==> config.mk <==
export PLATFORM = sky130hd
export DESIGN_NAME = ai_cache_refill_ctrl_flat
export DESIGN_NICKNAME = d
export VERILOG_FILES = /design/src/rtl/ai_cache_pkg.sv /design/src/rtl/ai_cache_refill_ctrl_if.sv /design/src/rtl/ai_cache_beat_assembler.sv /design/src/rtl/ai_cache_refill_ctrl.sv /design/src/flat_wrapper.sv
export SDC_FILE = /design/constraint.sdc
export NUM_CORES = 1
export LEC_CHECK = 0
export BUFFER_PORTS_ARGS = -buffer_cell sky130_fd_sc_hd__buf_2
export CAP_MARGIN = 20
export CORE_MARGIN = 2
export CORE_UTILIZATION = 35
export CTS_CLUSTER_DIAMETER = 100
export CTS_CLUSTER_SIZE = 14
export DETAILED_ROUTE_END_ITERATION = 16
export PLACE_DENSITY_LB_ADDON = 0.3
export SYNTH_ARGS = -nofsm -noshare
export SYNTH_HDL_FRONTEND = slang
export SYNTH_SLANG_ARGS = --single-unit
export TNS_END_PERCENT = 5
==> constraint.sdc <==
create_clock -name clk -period 1.7 [get_ports clk]
set_clock_uncertainty 0.1 [all_clocks]
set_input_delay 0.34 -clock clk [delete_from_list [all_inputs] [get_ports clk]]
set_output_delay 0.34 -clock clk [all_outputs]
set_load 0.02 [all_outputs]
==> src/rtl/ai_cache_pkg.sv <==
// Shared types and helpers for the ai_cache refill path: refill state encoding,
// line geometry helpers and line-address alignment.
package ai_cache_pkg;

    typedef enum logic [1:0] {
        RS_IDLE    = 2'd0,
        RS_REQ     = 2'd1,
        RS_COLLECT = 2'd2,
        RS_FILL    = 2'd3
    } refill_state_e;

    localparam int unsigned MAX_ADDR_W = 64;

    function automatic int unsigned beats_of(input int unsigned line_w, input int unsigned beat_w);
        return line_w / beat_w;
    endfunction

    function automatic int unsigned offs_of(input int unsigned line_w);
        return $clog2(line_w / 8);
    endfunction

    function automatic logic [MAX_ADDR_W-1:0] line_align(input logic [MAX_ADDR_W-1:0] addr,
                                                         input int unsigned offs);
        logic [MAX_ADDR_W-1:0] mask;
        mask = {MAX_ADDR_W{1'b1}} << offs;
        return addr & mask;
    endfunction

endpackage

==> src/rtl/ai_cache_refill_ctrl_if.sv <==
// Miss, memory and fill handshakes between the cache, the refill controller
// and backing memory; master is the controller's view.
interface ai_cache_refill_ctrl_if #(
    parameter int unsigned ADDR_WIDTH     = 32,
    parameter int unsigned DATA_WIDTH     = 128,
    parameter int unsigned MEM_DATA_WIDTH = 32
);
    logic                      miss_valid;
    logic [ADDR_WIDTH-1:0]     miss_addr;
    logic                      miss_ready;
    logic                      mem_req_valid;
    logic [ADDR_WIDTH-1:0]     mem_req_addr;
    logic                      mem_req_ready;
    logic                      mem_rsp_valid;
    logic [MEM_DATA_WIDTH-1:0] mem_rsp_data;
    logic                      fill_valid;
    logic [ADDR_WIDTH-1:0]     fill_addr;
    logic [DATA_WIDTH-1:0]     fill_data;
    logic                      fill_ready;
    logic                      busy;
    logic                      timeout_err;

    modport master (
        input  miss_valid, miss_addr, mem_req_ready, mem_rsp_valid, mem_rsp_data, fill_ready,
        output miss_ready, mem_req_valid, mem_req_addr, fill_valid, fill_addr, fill_data,
               busy, timeout_err
    );

    modport slave (
        output miss_valid, miss_addr, mem_req_ready, mem_rsp_valid, mem_rsp_data, fill_ready,
        input  miss_ready, mem_req_valid, mem_req_addr, fill_valid, fill_addr, fill_data,
               busy, timeout_err
    );
endinterface

==> src/rtl/ai_cache_beat_assembler.sv <==
// Packs narrow memory beats into one cache line, lowest beat at the lowest bits.
module ai_cache_beat_assembler
    import ai_cache_pkg::*;
#(
    parameter int unsigned DATA_WIDTH     = 128,
    parameter int unsigned MEM_DATA_WIDTH = 32
) (
    input  logic                      clk,
    input  logic                      reset,
    input  logic                      clear_i,
    input  logic                      load_i,
    input  logic [MEM_DATA_WIDTH-1:0] beat_i,
    output logic [DATA_WIDTH-1:0]     line_o,
    output logic                      done_o
);
    localparam int unsigned BEATS = beats_of(DATA_WIDTH, MEM_DATA_WIDTH);
    localparam int unsigned CNT_W = (BEATS > 1) ? $clog2(BEATS) : 1;

    logic [CNT_W-1:0]      cnt_q, cnt_d;
    logic [DATA_WIDTH-1:0] line_q, line_d;
    logic                  last_s;

    assign last_s = (cnt_q == CNT_W'(BEATS - 1));
    assign done_o = load_i && !clear_i && last_s;
    assign line_o = line_q;

    // Next beat slot and line contents
    always_comb begin
        line_d = line_q;
        cnt_d  = cnt_q;
        if (clear_i) begin
            line_d = '0;
            cnt_d  = '0;
        end else if (load_i) begin
            for (int k = 0; k < BEATS; k++) begin
                line_d[k*MEM_DATA_WIDTH +: MEM_DATA_WIDTH] =
                    (cnt_q == CNT_W'(k)) ? beat_i : line_q[k*MEM_DATA_WIDTH +: MEM_DATA_WIDTH];
            end
            cnt_d = last_s ? '0 : cnt_q + CNT_W'(1);
        end else begin
            cnt_d = cnt_q;
        end
    end

    // Beat counter and line register
    always_ff @(posedge clk) begin
        if (reset) begin
            cnt_q  <= '0;
            line_q <= '0;
        end else begin
            cnt_q  <= cnt_d;
            line_q <= line_d;
        end
    end

endmodule

==> src/rtl/ai_cache_refill_ctrl.sv <==
// Single-outstanding miss/refill controller: one line read per miss, beats packed
// into a line, line handed back to the cache; aborts on a response-gap timeout.
module ai_cache_refill_ctrl
    import ai_cache_pkg::*;
#(
    parameter int unsigned ADDR_WIDTH     = 32,
    parameter int unsigned DATA_WIDTH     = 128,
    parameter int unsigned MEM_DATA_WIDTH = 32,
    parameter int unsigned TIMEOUT_CYCLES = 255
) (
    input  logic                  clk,
    input  logic                  reset,
    ai_cache_refill_ctrl_if.master bus
);
    localparam int unsigned OFFS = offs_of(DATA_WIDTH);
    localparam int unsigned TO_W = $clog2(TIMEOUT_CYCLES + 1);

    localparam logic [1:0] S_IDLE    = RS_IDLE;
    localparam logic [1:0] S_REQ     = RS_REQ;
    localparam logic [1:0] S_COLLECT = RS_COLLECT;
    localparam logic [1:0] S_FILL    = RS_FILL;

    logic [1:0]            state_q, state_d;
    logic [TO_W-1:0]       to_q, to_d, to_inc_s;
    logic [ADDR_WIDTH-1:0] addr_q, addr_d, aligned_s;
    logic                  miss_ready_q, mem_req_valid_q, fill_valid_q, busy_q;
    logic                  timeout_err_q, timeout_err_d;
    logic                  asm_clear_s, asm_load_s, asm_done_s;
    logic [DATA_WIDTH-1:0] line_s;

    assign aligned_s = ADDR_WIDTH'(line_align(MAX_ADDR_W'(bus.miss_addr), OFFS));
    assign to_inc_s  = to_q + TO_W'(1);

    ai_cache_beat_assembler #(
        .DATA_WIDTH     (DATA_WIDTH),
        .MEM_DATA_WIDTH (MEM_DATA_WIDTH)
    ) u_asm (
        .clk     (clk),
        .reset   (reset),
        .clear_i (asm_clear_s),
        .load_i  (asm_load_s),
        .beat_i  (bus.mem_rsp_data),
        .line_o  (line_s),
        .done_o  (asm_done_s)
    );

    // Refill sequencing and response-gap timeout
    always_comb begin
        state_d       = state_q;
        to_d          = to_q;
        addr_d        = addr_q;
        asm_clear_s   = 1'b0;
        asm_load_s    = 1'b0;
        timeout_err_d = 1'b0;
        case (state_q)
            S_IDLE: begin
                if (bus.miss_valid) begin
                    addr_d      = aligned_s;
                    asm_clear_s = 1'b1;
                    state_d     = S_REQ;
                end else begin
                    state_d = S_IDLE;
                end
            end
            S_REQ: begin
                if (bus.mem_req_ready) begin
                    to_d    = '0;
                    state_d = S_COLLECT;
                end else begin
                    state_d = S_REQ;
                end
            end
            S_COLLECT: begin
                // A beat arriving on the expiry cycle still counts
                if (bus.mem_rsp_valid) begin
                    asm_load_s = 1'b1;
                    to_d       = '0;
                    state_d    = asm_done_s ? S_FILL : S_COLLECT;
                end else if (to_inc_s == TO_W'(TIMEOUT_CYCLES)) begin
                    to_d          = '0;
                    timeout_err_d = 1'b1;
                    state_d       = S_IDLE;
                end else begin
                    to_d = to_inc_s;
                end
            end
            S_FILL: begin
                if (bus.fill_ready) begin
                    state_d = S_IDLE;
                end else begin
                    state_d = S_FILL;
                end
            end
            default: begin
                state_d = S_IDLE;
            end
        endcase
    end

    // State, counters and status outputs decoded from the next state
    always_ff @(posedge clk) begin
        if (reset) begin
            state_q         <= S_IDLE;
            to_q            <= '0;
            addr_q          <= '0;
            miss_ready_q    <= 1'b1;
            mem_req_valid_q <= 1'b0;
            fill_valid_q    <= 1'b0;
            busy_q          <= 1'b0;
            timeout_err_q   <= 1'b0;
        end else begin
            state_q         <= state_d;
            to_q            <= to_d;
            addr_q          <= addr_d;
            miss_ready_q    <= (state_d == S_IDLE);
            mem_req_valid_q <= (state_d == S_REQ);
            fill_valid_q    <= (state_d == S_FILL);
            busy_q          <= (state_d != S_IDLE);
            timeout_err_q   <= timeout_err_d;
        end
    end

    assign bus.miss_ready    = miss_ready_q;
    assign bus.mem_req_valid = mem_req_valid_q;
    assign bus.mem_req_addr  = addr_q;
    assign bus.fill_valid    = fill_valid_q;
    assign bus.fill_addr     = addr_q;
    assign bus.fill_data     = line_s;
    assign bus.busy          = busy_q;
    assign bus.timeout_err   = timeout_err_q;

endmodule

==> src/flat_wrapper.sv <==
// flat-port wrapper written by rule: the top's interface ports become plain ports
module ai_cache_refill_ctrl_flat import ai_cache_pkg::*;
#(
    parameter int unsigned ADDR_WIDTH     = 32,
    parameter int unsigned DATA_WIDTH     = 128,
    parameter int unsigned MEM_DATA_WIDTH = 32,
    parameter int unsigned TIMEOUT_CYCLES = 255
)
  (clk, reset, bus_miss_valid, bus_miss_addr, bus_mem_req_ready, bus_mem_rsp_valid, bus_mem_rsp_data, bus_fill_ready, bus_miss_ready, bus_mem_req_valid, bus_mem_req_addr, bus_fill_valid, bus_fill_addr, bus_fill_data, bus_busy, bus_timeout_err);
  ai_cache_refill_ctrl_if #(.ADDR_WIDTH(ADDR_WIDTH), .DATA_WIDTH(DATA_WIDTH), .MEM_DATA_WIDTH(MEM_DATA_WIDTH)) bus_i ();
  input  logic clk;
  input  logic reset;
  input wire logic [$bits(bus_i.miss_valid)-1:0] bus_miss_valid;
  input wire logic [$bits(bus_i.miss_addr)-1:0] bus_miss_addr;
  input wire logic [$bits(bus_i.mem_req_ready)-1:0] bus_mem_req_ready;
  input wire logic [$bits(bus_i.mem_rsp_valid)-1:0] bus_mem_rsp_valid;
  input wire logic [$bits(bus_i.mem_rsp_data)-1:0] bus_mem_rsp_data;
  input wire logic [$bits(bus_i.fill_ready)-1:0] bus_fill_ready;
  output wire logic [$bits(bus_i.miss_ready)-1:0] bus_miss_ready;
  output wire logic [$bits(bus_i.mem_req_valid)-1:0] bus_mem_req_valid;
  output wire logic [$bits(bus_i.mem_req_addr)-1:0] bus_mem_req_addr;
  output wire logic [$bits(bus_i.fill_valid)-1:0] bus_fill_valid;
  output wire logic [$bits(bus_i.fill_addr)-1:0] bus_fill_addr;
  output wire logic [$bits(bus_i.fill_data)-1:0] bus_fill_data;
  output wire logic [$bits(bus_i.busy)-1:0] bus_busy;
  output wire logic [$bits(bus_i.timeout_err)-1:0] bus_timeout_err;
  assign bus_i.miss_valid = bus_miss_valid;
  assign bus_i.miss_addr = bus_miss_addr;
  assign bus_i.mem_req_ready = bus_mem_req_ready;
  assign bus_i.mem_rsp_valid = bus_mem_rsp_valid;
  assign bus_i.mem_rsp_data = bus_mem_rsp_data;
  assign bus_i.fill_ready = bus_fill_ready;
  assign bus_miss_ready = bus_i.miss_ready;
  assign bus_mem_req_valid = bus_i.mem_req_valid;
  assign bus_mem_req_addr = bus_i.mem_req_addr;
  assign bus_fill_valid = bus_i.fill_valid;
  assign bus_fill_addr = bus_i.fill_addr;
  assign bus_fill_data = bus_i.fill_data;
  assign bus_busy = bus_i.busy;
  assign bus_timeout_err = bus_i.timeout_err;
  ai_cache_refill_ctrl #(.ADDR_WIDTH(ADDR_WIDTH), .DATA_WIDTH(DATA_WIDTH), .MEM_DATA_WIDTH(MEM_DATA_WIDTH), .TIMEOUT_CYCLES(TIMEOUT_CYCLES)) u_core (.clk(clk), .reset(reset), .bus(bus_i));
endmodule
* Word-level counts from Yosys, hierarchy flattened
Cells that the tools add are included.
** Word-level totals
- Bits in registers :: 173
- Bits in latches :: 0
- Memory bits (writable) :: 0
- Bits in read-only memories :: 0
- Input bits :: 70
- Output and inout bits :: 197
- Logic and storage cells :: 59
- Memories :: 0
** Cells by class
- Add/sub/neg operators :: 2
- $mul :: 0
- Div/mod/pow operators :: 0
- $lt $le $gt $ge :: 0
- Eq/ne operators :: 10
- Shift-type cells :: 0
- Mux-type cells :: 17
- Bitwise logic cells :: 1
- Reduce and logical (&&, ||, !) cells :: 16
** Operator list (number)
- 2-to-1 mux 8 bit :: 3
- case mux 8 bit (2 select lines) :: 1
- AND reduction 2 bit :: 6
- equality test 2 bit (second input constant) :: 5
- 2-to-1 mux 2 bit :: 5
- adder 8 x 1 -> 8 bit (second input constant) :: 1
- equality test 8 bit (second input constant) :: 1
- case mux 2 bit (4 select lines) :: 1
- 2-to-1 mux 1 bit :: 7
- equality test 2 x 1 -> 1 bit (second input constant) :: 3
- logical NOT 2 bit :: 3
- nonzero test 2 bit :: 2
- OR reduction 3 bit :: 1
- adder 2 x 1 -> 2 bit (second input constant) :: 1
- logical AND 1 bit :: 2
- inequality test 2 bit (second input constant) :: 1
- OR reduction 2 bit :: 1
- logical NOT 1 bit :: 1
- NOT 1 bit :: 1

* Depth between registers and ports, before layout
Gate-level depths: netlist of run 1.
- Depth in word-level cells :: 9
- Depth in mapped cells :: 8

* Hierarchy
From an unflattened synthesis of run 1, not the netlist that was laid out.
** Unflattened totals
- Cell total of the unflattened synthesis :: 855
- Area, all modules :: 7808.7 sq um
** By module, submodules not included
- ai_cache_beat_assembler :: instances 1, cells an instance 600, area an instance 5786.8 sq um
- ai_cache_refill_ctrl :: instances 1, cells an instance 255, area an instance 2021.9 sq um

* Least setup slack after synthesis of run 1
Ideal clock, no wire load.
- Path type :: reg2reg
- Start point :: reg u_core.to_q[1]
- End point :: reg u_core.to_q[2]
- Library setup time :: 74 ps
- Arrival time :: 1573 ps
- Data required time :: 1526 ps
- Path slack :: -47 ps
- Cell stages (with the launch flop) :: 8
- Path buffers :: 1
- Period minus slack after synthesis :: 1747 ps
- Cell sequence :: dfxtp_1 > ha_1 > nand3_2 > o21a_1 > o221ai_2 > buf_6 > o2111ai_1 > a31oi_1
** On the way
- Cells in the longest elaborated chain, start to end :: 5
** Ends and longest elaborated chain
- start, declared :: line ai_cache_refill_ctrl.sv:24 : logic [TO_W-1:0] to_q, to_d, to_inc_s;
- start signal, assigned :: line ai_cache_refill_ctrl.sv:113 : to_q <= to_d;
- adder 8 x 1 -> 8 bit * :: line ai_cache_refill_ctrl.sv:32 : assign to_inc_s = to_q + TO_W'(1);
- equality test 8 bit :: line ai_cache_refill_ctrl.sv:79 : end else if (to_inc_s == TO_W'(TIMEOUT_CYCLES)) begin
- 2-to-1 mux 8 bit * :: line ai_cache_refill_ctrl.sv:79
- 2-to-1 mux 8 bit * :: line ai_cache_refill_ctrl.sv:75 : if (bus.mem_rsp_valid) begin
- case mux 8 bit (2 select lines) * :: line ai_cache_refill_ctrl.sv:55 : case (state_q)
Every way passes the cells marked *; elsewhere a longest branch is shown, timed or not.
A chain may end at the register's enable or synchronous reset.

* Worst setup path in the final report of run 1
- Start point :: reg u_core.to_q[0]
- End point :: reg u_core.to_q[4]
Same word-level chain as after synthesis.

==> key figures, run 1 <==
Setup path
  – Slowest CP cell: dfxtp_2
  – Kind of cell adding the most delay to the critical path: compound AO/OA/AOI/OAI gates
  – WP data required: 1.90 ns
  – Crit-path max cell delay: 0.35 ns
  – Startpoint class of the critical path: register
  – Crit path DAT: 2.02 ns
  – CP bufs+invs: 1
  – CP Max Fanout: 5
  – CP Cell Sequence: ha_4 -> xnor2_1 -> nor3b_2 -> o221ai_4 -> buf_6 -> o221ai_1 -> a21oi_1
  – Kind of critical path: reg -> reg
  – R2r setup slk: -0.12 ns
  – Crit end category: register

STA
  – Min Tclk post-route: ~1.8 ns
  – Fin Setup TNS: -1.03 ns
  – Fin crit share: 1.07
  – WHS: ~0.042 ns
  – Setup violators final: 14
  – RSZ-0062 raised after global routing: true
  – F_max: ~0.55 GHz
  – Final slew viol count: 0
  – Final setup margin: -0.119 ns
  – Final Hold Viols: 0

Finish
  – Post-Layout Inst Area: around 0.0088 mm^2
  – Layout cells sized above 1: 0.325
  – NumNets Final: 1140
  – Synth-to-Final Area Change: 33.2%

Synthesis
  – Syn Inst Count: 833
  – Synth top cells by count: nand2_1, dfxtp_1, a21oi_1
  – Yosys top cell by area: dfxtp_1
  – Sequential share of the synthesized area: 0.524
  – Top post-synthesis cells by area: dfxtp_1, nand2_1, a21oi_1, buf_4, buf_2
  – Post-synthesis mux area share: 0.00152
  – Most common flop cell mapped by yosys: dfxtp_1
  – Syn_area_per_cell: roughly 7.9 um^2
  – Simple-gate share of the synthesized area: 0.222
  – Top cell type's share of synthesized area: 0.524
  – Synth Cell Area: ~0.0066 mm^2
  – Post-synthesis adder-cell area fraction: 0.0114
  – Post-Synth XOR/XNOR Area: 0.00379
  – Largest family of logic cells by synthesized area: simple AND/OR/NAND/NOR gates
  – Warnings, synthesis: 0
  – Count leader, synth: nand2_1
  – Compound-Gate Fraction of Synth Area: 0.149
  – Seq cells post-synth: 173
  – Post-synthesis cell type count: 41
  – Async set or reset register ratio after synthesis: 0
  – Post-synth EDFFs: 0

Route
  – Routed Antenna Nets: 0
  – Via density: 4.74
  – Wire per inst: approximately 15 um
  – DR pass1 iterations: 4
  – Aggregate routed wire length: 19500 um
  – Detailed-route via count: 6216
  – First DRT Iteration DRCs: 301
  – # DRC: 0

Global route
  – Gr ovfl total: 0
  – Tot GR Track Use: 0.193
  – Largest net degree at the start of global routing: 41
  – Vias in the first global route: approximately 5600
  – First-pass GRT wire length: about 30000 um
  – Antenna violations before repair: 0

Clocking
  – Clk_lat worst skew: between 0.4 and 0.5 ns
  – Inserted Clock Buffers: 17
  – CTS root buf: clkbuf_16
  – CTS Buffer Depth: 2
  – Clock Sinks: 173
  – Worst-path clk slew: 0.07 ns
  – H-tree depth: 4
  – CTS tree: yes

Run status
  – Status: finished, violations left
  – Failing checks: setup timing

Pwr
  – PwrDens: 1020 mW/mm^2
  – Clock share of power: 0.452
  – Logic pwr share: 0.083
  – Worst vdd ir: 0.652 mV
  – Pint: a little under 7 mW
  – Static Leak: about 3.8 nW
  – P_sw: 2.20 mW
  – Sequential power share: 0.464
  – Sw frac: 0.245

Floorplan
  – Initial Util: 0.354
  – Chip Width: about 140 um
  – Number of I/O pins: ~270
  – Die height: 141 um
  – Cell Rows: 50
  – Die area: 0.0200 mm^2
  – CORE AREA: 0.0186 mm^2

Place
  – Detail Placement HPWL: 13500 um
  – Area after DPL: 0.00808 mm^2
  – Routability congestion estimate: 0.819
  – Port Buffer Count: around 250

Min path
  – Worst min path class: in -> reg

Flow run
  – Max-cap violation count: 0
[worst register-to-register path, delay by kind of cell (launching register included)]
family	cells	cell delay [ns]
adder cells (fa/ha/maj)	1	0.17
XOR/XNOR	1	0.14
AO/OA/AOI/OAI	3	0.46
buffers and inverters	1	0.16
AND/OR/NAND/NOR	1	0.31
flip-flops	1	0.35
[power groups by stage]
stage                     Combinational (mW)  Clock [mW]  Sequential [mW]
after CTS                              0.751        4.17             4.17
after global routing                   0.811        4.33             4.17
after floorplan                        0.405           0             4.33
after detailed placement               0.750           0             4.26
after global placement                 0.749           0             4.26
final                                  0.746        4.06             4.17
[placed cells by master, fill, tap and decap left out, types with 2 or more instances in the layout]
| master | count |
|---|---|
| clkbuf_16 | 17 |
| inv_6 | 3 |
| nand2_1 | 328 |
| nor3b_2 | 2 |
| buf_2 | 254 |
| o221ai_1 | 4 |
| nand3_1 | 2 |
| ha_1 | 5 |
| nand2b_1 | 2 |
| inv_1 | 7 |
| a21oi_1 | 165 |
| clkinv_4 | 3 |
| clkinv_2 | 3 |
| buf_12 | 9 |
| o211ai_1 | 5 |
| buf_4 | 34 |
| and2_2 | 2 |
| nor2_1 | 10 |
| clkbuf_8 | 2 |
| bufinv_16 | 3 |
| dfxtp_2 | 2 |
| and2_1 | 6 |
| conb_1 | 8 |
| o21a_1 | 3 |
| dfxtp_1 | 171 |
[cell type report]
type / count / area (um^2)
antenna: 1 / 2.50
clock buffer: 20 / 457
clock inverter: 12 / 158
fill: 1828 / 9840
inverter: 7 / 26.3
multi-input combinational: 567 / 2680
sequential: 173 / 3470
tap: 234 / 293
timing repair buffer: 298 / 1720
[worst paths after layout]
check / start / endpoint / depth (start not counted)
worst max-delay path: u_core.to_q[0]$_SDFFE_PP0P_ / u_core.to_q[4]$_SDFFE_PP0P_ / 7
worst min-delay path: bus_miss_addr[16] / u_core.bus.fill_addr[16]$_SDFFE_PP0P_ / 3
worst max register to register: u_core.to_q[0]$_SDFFE_PP0P_ / u_core.to_q[4]$_SDFFE_PP0P_ / 7
worst min register to register: u_core.u_asm.line_o[77]$_SDFFE_PP0P_ / u_core.u_asm.line_o[77]$_SDFFE_PP0P_ / 2
[routing by layer]
layer	GRT usage	vias up	routed length, um
met5	0	-	0
met2	0.316	237	9150
met3	0.0557	16	1720
met4	0.0616	0	250
met1	0.246	2836	8420
li1	-	3127	-
[flip-flops by register name, summed over array words and instances, names as in the netlist]
register                  cells
u_core.bus.busy               1
u_core.bus.fill_addr         28
u_core.bus.fill_valid         1
u_core.bus.mem_req_valid      1
u_core.bus.miss_ready         1
u_core.bus.timeout_err        1
u_core.state_q                2
u_core.to_q                   8
u_core.u_asm.cnt_q            2
u_core.u_asm.line_o         128
[timing repair]
action                                  CTS  global route
endpoints found under the setup margin   14            79
buffers inserted                          3             1
hold buffers                              0             0
cloned                                    1             0
gates resized for setup                   5             4
pin swaps                                 3             1
[cells by family after synthesis]
kind of cell / Yosys count
flip-flops: 173
adder cells (fa/ha/maj): 6
XOR/XNOR: 2
AO/OA/AOI/OAI: 183
AND/OR/NAND/NOR: 366
multiplexers: 1
other: 1
buffers and inverters: 101
[stage by stage]
| stage | power, mW | instances | util | setup WS [ns] |
|---|---|---|---|---|
| floorplan | 4.74 | 840 | - | 0.0234 |
| global placement | 5.01 | 1274 | 0.434 | -0.204 |
| detailed placement | 5.01 | 1274 | 0.434 | -0.259 |
| CTS | 9.09 | 1310 | 0.470 | -0.0724 |
| global route | 9.31 | 1311 | 0.472 | -0.208 |
| finish | 8.97 | 1312 | 0.472 | -0.119 |
(Power assumes the default switching activity.)
==> run 2: changes to the inputs <==
--- a/config.mk
+++ b/config.mk
@@ -15,5 +15,6 @@
 export PLACE_DENSITY_LB_ADDON = 0.3
 export SYNTH_ARGS = -nofsm -noshare
 export SYNTH_HDL_FRONTEND = slang
+export SYNTH_HIERARCHICAL = 1
 export SYNTH_SLANG_ARGS = --single-unit
 export TNS_END_PERCENT = 5
==> constraint.sdc (replaced) <==
create_clock -name clk -period 1.7 [get_ports clk]
set_clock_uncertainty 0.1 [all_clocks]
set_input_delay 0.17 -clock clk [delete_from_list [all_inputs] [get_ports clk]]
set_output_delay 0.17 -clock clk [all_outputs]
set_load 0.02 [all_outputs]
==> key figures, run 2 <==
Setup path
  – R2r setup slk: -0.05 ns (+0.07 ns)
  – Critical R2R Launch: u_core/to_q[1]$_SDFFE_PP0P_
  – Kind of critical path: reg -> reg
  – WP data required: 1.90 ns (about the same)
  – CP Max Fanout: 6 (+1)
  – Reg2Reg Capture Point: u_core/to_q[7]$_SDFFE_PP0P_
  – Crit path DAT: 1.95 ns (-0.07 ns)
  – Startpoint class of the critical path: register
  – Worst R2R Path Depth: 8 (+1)
  – Crit end category: register

Clocking
  – CTS root buf: clkbuf_16
  – Inserted Clock Buffers: 17 (unchanged)
  – Clock Sinks: 173 (unchanged)
  – CTS Buffer Depth: 2 (unchanged)
  – CTS tree: yes
  – H-tree depth: 4 (unchanged)
  – Worst-path clk slew: 0.07 ns (about the same)
  – Clk_lat worst skew: 0.42 ns (about the same)

Route
  – Aggregate routed wire length: 21600 um (+10%)
  – Detailed-route via count: 6949 (+12%)
  – Routed Antenna Nets: 0 (unchanged)
  – Via density: 4.90 (+3.4%)
  – # DRC: 0 (unchanged)
  – First DRT Iteration DRCs: 355 (+18%)
  – DR pass1 iterations: 5 (+1)
  – Wire per inst: 15.2 um (+2.1%)

Synthesis
  – Synth Cell Area: 0.00781 mm^2 (+18%)
  – Top post-synthesis cells by area: dfxtp_1, a21bo_2, nand3_1, a21oi_1, buf_4
  – Warnings, synthesis: 6 (+6)
  – Sequential share of the synthesized area: 0.444 (-0.0807)
  – Post-synthesis cell type count: 41 (unchanged)
  – Syn_area_per_cell: 9.13 um^2 (+15%)
  – Yosys top cell by area: dfxtp_1
  – Post-synth EDFFs: 0 (unchanged)
  – Async set or reset register ratio after synthesis: 0 (unchanged)
  – Synth top cells by count: dfxtp_1, nand3_1, a21oi_1
  – Syn Inst Count: 855 (+2.6%)
  – Most common flop cell mapped by yosys: dfxtp_1
  – Top cell type's share of synthesized area: 0.444 (-0.0807)
  – Seq cells post-synth: 173 (unchanged)
  – Count leader, synth: dfxtp_1

Finish
  – Layout cells sized above 1: 0.463 (+0.138)
  – Most common cell after layout, fill and taps aside: buf_2
  – Synth-to-Final Area Change: 35.6%
  – NumNets Final: 1202 (+5.4%)
  – Max reg flops: 128 (unchanged)
  – Post-layout util: 0.484 (+0.0116)
  – Non-Filler Instances: 1419 (+8.2%)
  – Post-Layout Inst Area: 0.0106 mm^2 (+20%)
  – Antenna Cells: 0 (-1)
  – Most frequent cells in the layout: buf_2, dfxtp_1, nand3_1

STA
  – Final Hold Viols: 0 (unchanged)
  – RSZ-0062 raised after global routing: true
  – Final slew viol count: 0 (unchanged)
  – Min Tclk post-route: 1.75 ns (-0.0701 ns)
  – Final setup margin: -0.0492 ns (+0.0701 ns)
  – Fin crit share: 1.03 (-0.0413)
  – F_max: 0.572 GHz (+4.0%)
  – Setup violators final: 11 (-3)
  – Fin Setup TNS: -0.322 ns (+0.706 ns)

Pwr
  – PwrDens: 864 mW/mm^2 (-15%)
  – Sw frac: 0.280 (+0.0347)
  – Sequential power share: 0.460 (-0.004)
  – Clock share of power: 0.406 (-0.046)
  – Worst vdd ir: 0.548 mV (-16%)
  – Pint: 6.59 mW (-2.7%)
  – Logic pwr share: 0.134 (+0.051)
  – Static Leak: 4.54 nW (+19%)
  – P_sw: 2.56 mW (+16%)

Global route
  – Largest net degree at the start of global routing: 55 (+34%)
  – Vias in the first global route: 6367 (+13%)
  – Antenna violations before repair: 1 (+1)
  – Tot GR Track Use: 0.178 (-0.0149)
  – Gr ovfl total: 0 (unchanged)
  – First-pass GRT wire length: 34100 um (+13%)

Run status
  – Failing checks: setup timing
  – Status: finished, violations left

Place
  – Cells after DPL: 1325 (+4.0%)
  – Place WS: -0.136 ns (+0.123 ns)
  – Area after DPL: 0.00933 mm^2 (+15%)
  – Routability congestion estimate: 0.826 (+0.84%)
  – Detail Placement HPWL: 14200 um (+5.2%)
  – Port Buffer Count: 254 (unchanged)

Floorplan
  – Die height: 153 um (+8.5%)
  – CORE AREA: 0.0219 mm^2 (+17%)
  – Cell Rows: 54 (+8.0%)
  – Number of I/O pins: 267 (unchanged)
  – Die area: 0.0235 mm^2 (+18%)
  – Chip Width: 153 um (+8.5%)
  – Initial Util: 0.357 (+0.00235)

Min path
  – Hold Path Origin: bus_mem_rsp_valid
  – Worst hold path depth: 3 (unchanged)
  – Hold EP: u_core/bus.timeout_err$_SDFF_PP0_
  – Worst min path class: in -> reg

Flow run
  – Max-cap violation count: 0 (unchanged)
run 2: cell count changes in the layout (fill, tap and decap cells not counted), sizes merged, moves of 7 or more:
cell	previous run	this run
nand2	328	72
dlygate4sd3	0	60
and2	8	1
nand3	3	135
a21bo	0	128
run 2: logic make-up (layout without fill, tap and decap cells):
logic type,after synthesis,in the layout,synth area share
AOI/OAI and AO/OA,309,309,0.303
and+or+nand+nor,236,236,0.144
DFF,173,173,0.444
buffers and inverters,128,405,0.0971
adders and majority gates,6,6,0.00961
muxes,2,2,0.00256
other,1,8,0.000480
run 2: stage by stage:
stage	power (mW)	hold slack [ns]
6_report	9.15	0.0495
5_1_grt	9.53	0.0596
3_5_place_dp	5.41	0.316
4_1_cts	9.27	0.0269
2_1_floorplan	5.07	0.206
3_3_place_gp	5.41	0.311
run 2: final cells by class:
cell class / count / area, um^2
flip-flops and latches: 173 / 3470
multi-input cells: 561 / 3720
repair buffers: 364 / 2450
clock buffers: 20 / 457
clock inverters: 12 / 98.8
fillers: 2093 / 11300
well taps: 280 / 350
inverters: 9 / 33.8
run 2: timing repair:
action,in CTS,in global routing
hold buffers,60,0
endpoints found under the setup margin,12,13
pin swaps,9,8
resized for setup,13,10
hold endpoints to repair,156,0
setup buffers,3,0
run 2: metal layers:
metal  wire (um)  track usage  share of wire  vias up
met4         205       0.0467         0.0095        0
met3        1480       0.0516          0.069       14
met1        9700        0.225           0.45     3225
met2       10200        0.297           0.47      225
met5           0            0              0        -
li1            -            -              -     3485
run 2: power by group through the flow:
stage	logic [mW]	registers [mW]	clock network [mW]
2_1_floorplan	0.680	4.39	0
3_3_place_gp	1.11	4.30	0
3_5_place_dp	1.12	4.30	0
4_1_cts	1.23	4.21	3.83
5_1_grt	1.33	4.22	3.99
6_report	1.23	4.21	3.72
run 2: worst max-delay path by stage:
| stage | from | endpoint | slack (ns) | cells after the start |
|---|---|---|---|---|
| 2_1_floorplan | u_core/to_q[0]$_SDFFE_PP0P_ | u_core/bus.miss_ready$_SDFF_PP1_ | -0.12 | 7 |
| 3_3_place_gp | u_core/to_q[0]$_SDFFE_PP0P_ | u_core/bus.miss_ready$_SDFF_PP1_ | -0.08 | 7 |
| 3_5_place_dp | u_core/to_q[1]$_SDFFE_PP0P_ | u_core/bus.miss_ready$_SDFF_PP1_ | -0.14 | 7 |
| 4_1_cts | u_core/to_q[1]$_SDFFE_PP0P_ | u_core/bus.miss_ready$_SDFF_PP1_ | -0.09 | 7 |
| 5_1_grt | u_core/to_q[0]$_SDFFE_PP0P_ | u_core/to_q[7]$_SDFFE_PP0P_ | -0.13 | 8 |
| 6_report | u_core/to_q[1]$_SDFFE_PP0P_ | u_core/to_q[7]$_SDFFE_PP0P_ | -0.05 | 8 |
run 2: worst max-delay path, stage by stage (launching register included):
cell and delay (ns):
dfxtp_2 0.36, ha_4 0.15, buf_6 0.09, nand4b_1 0.08
or3_4 0.35, o311ai_4 0.13, nand2_2 0.13, nand2b_4 0.13
o311ai_2 0.10
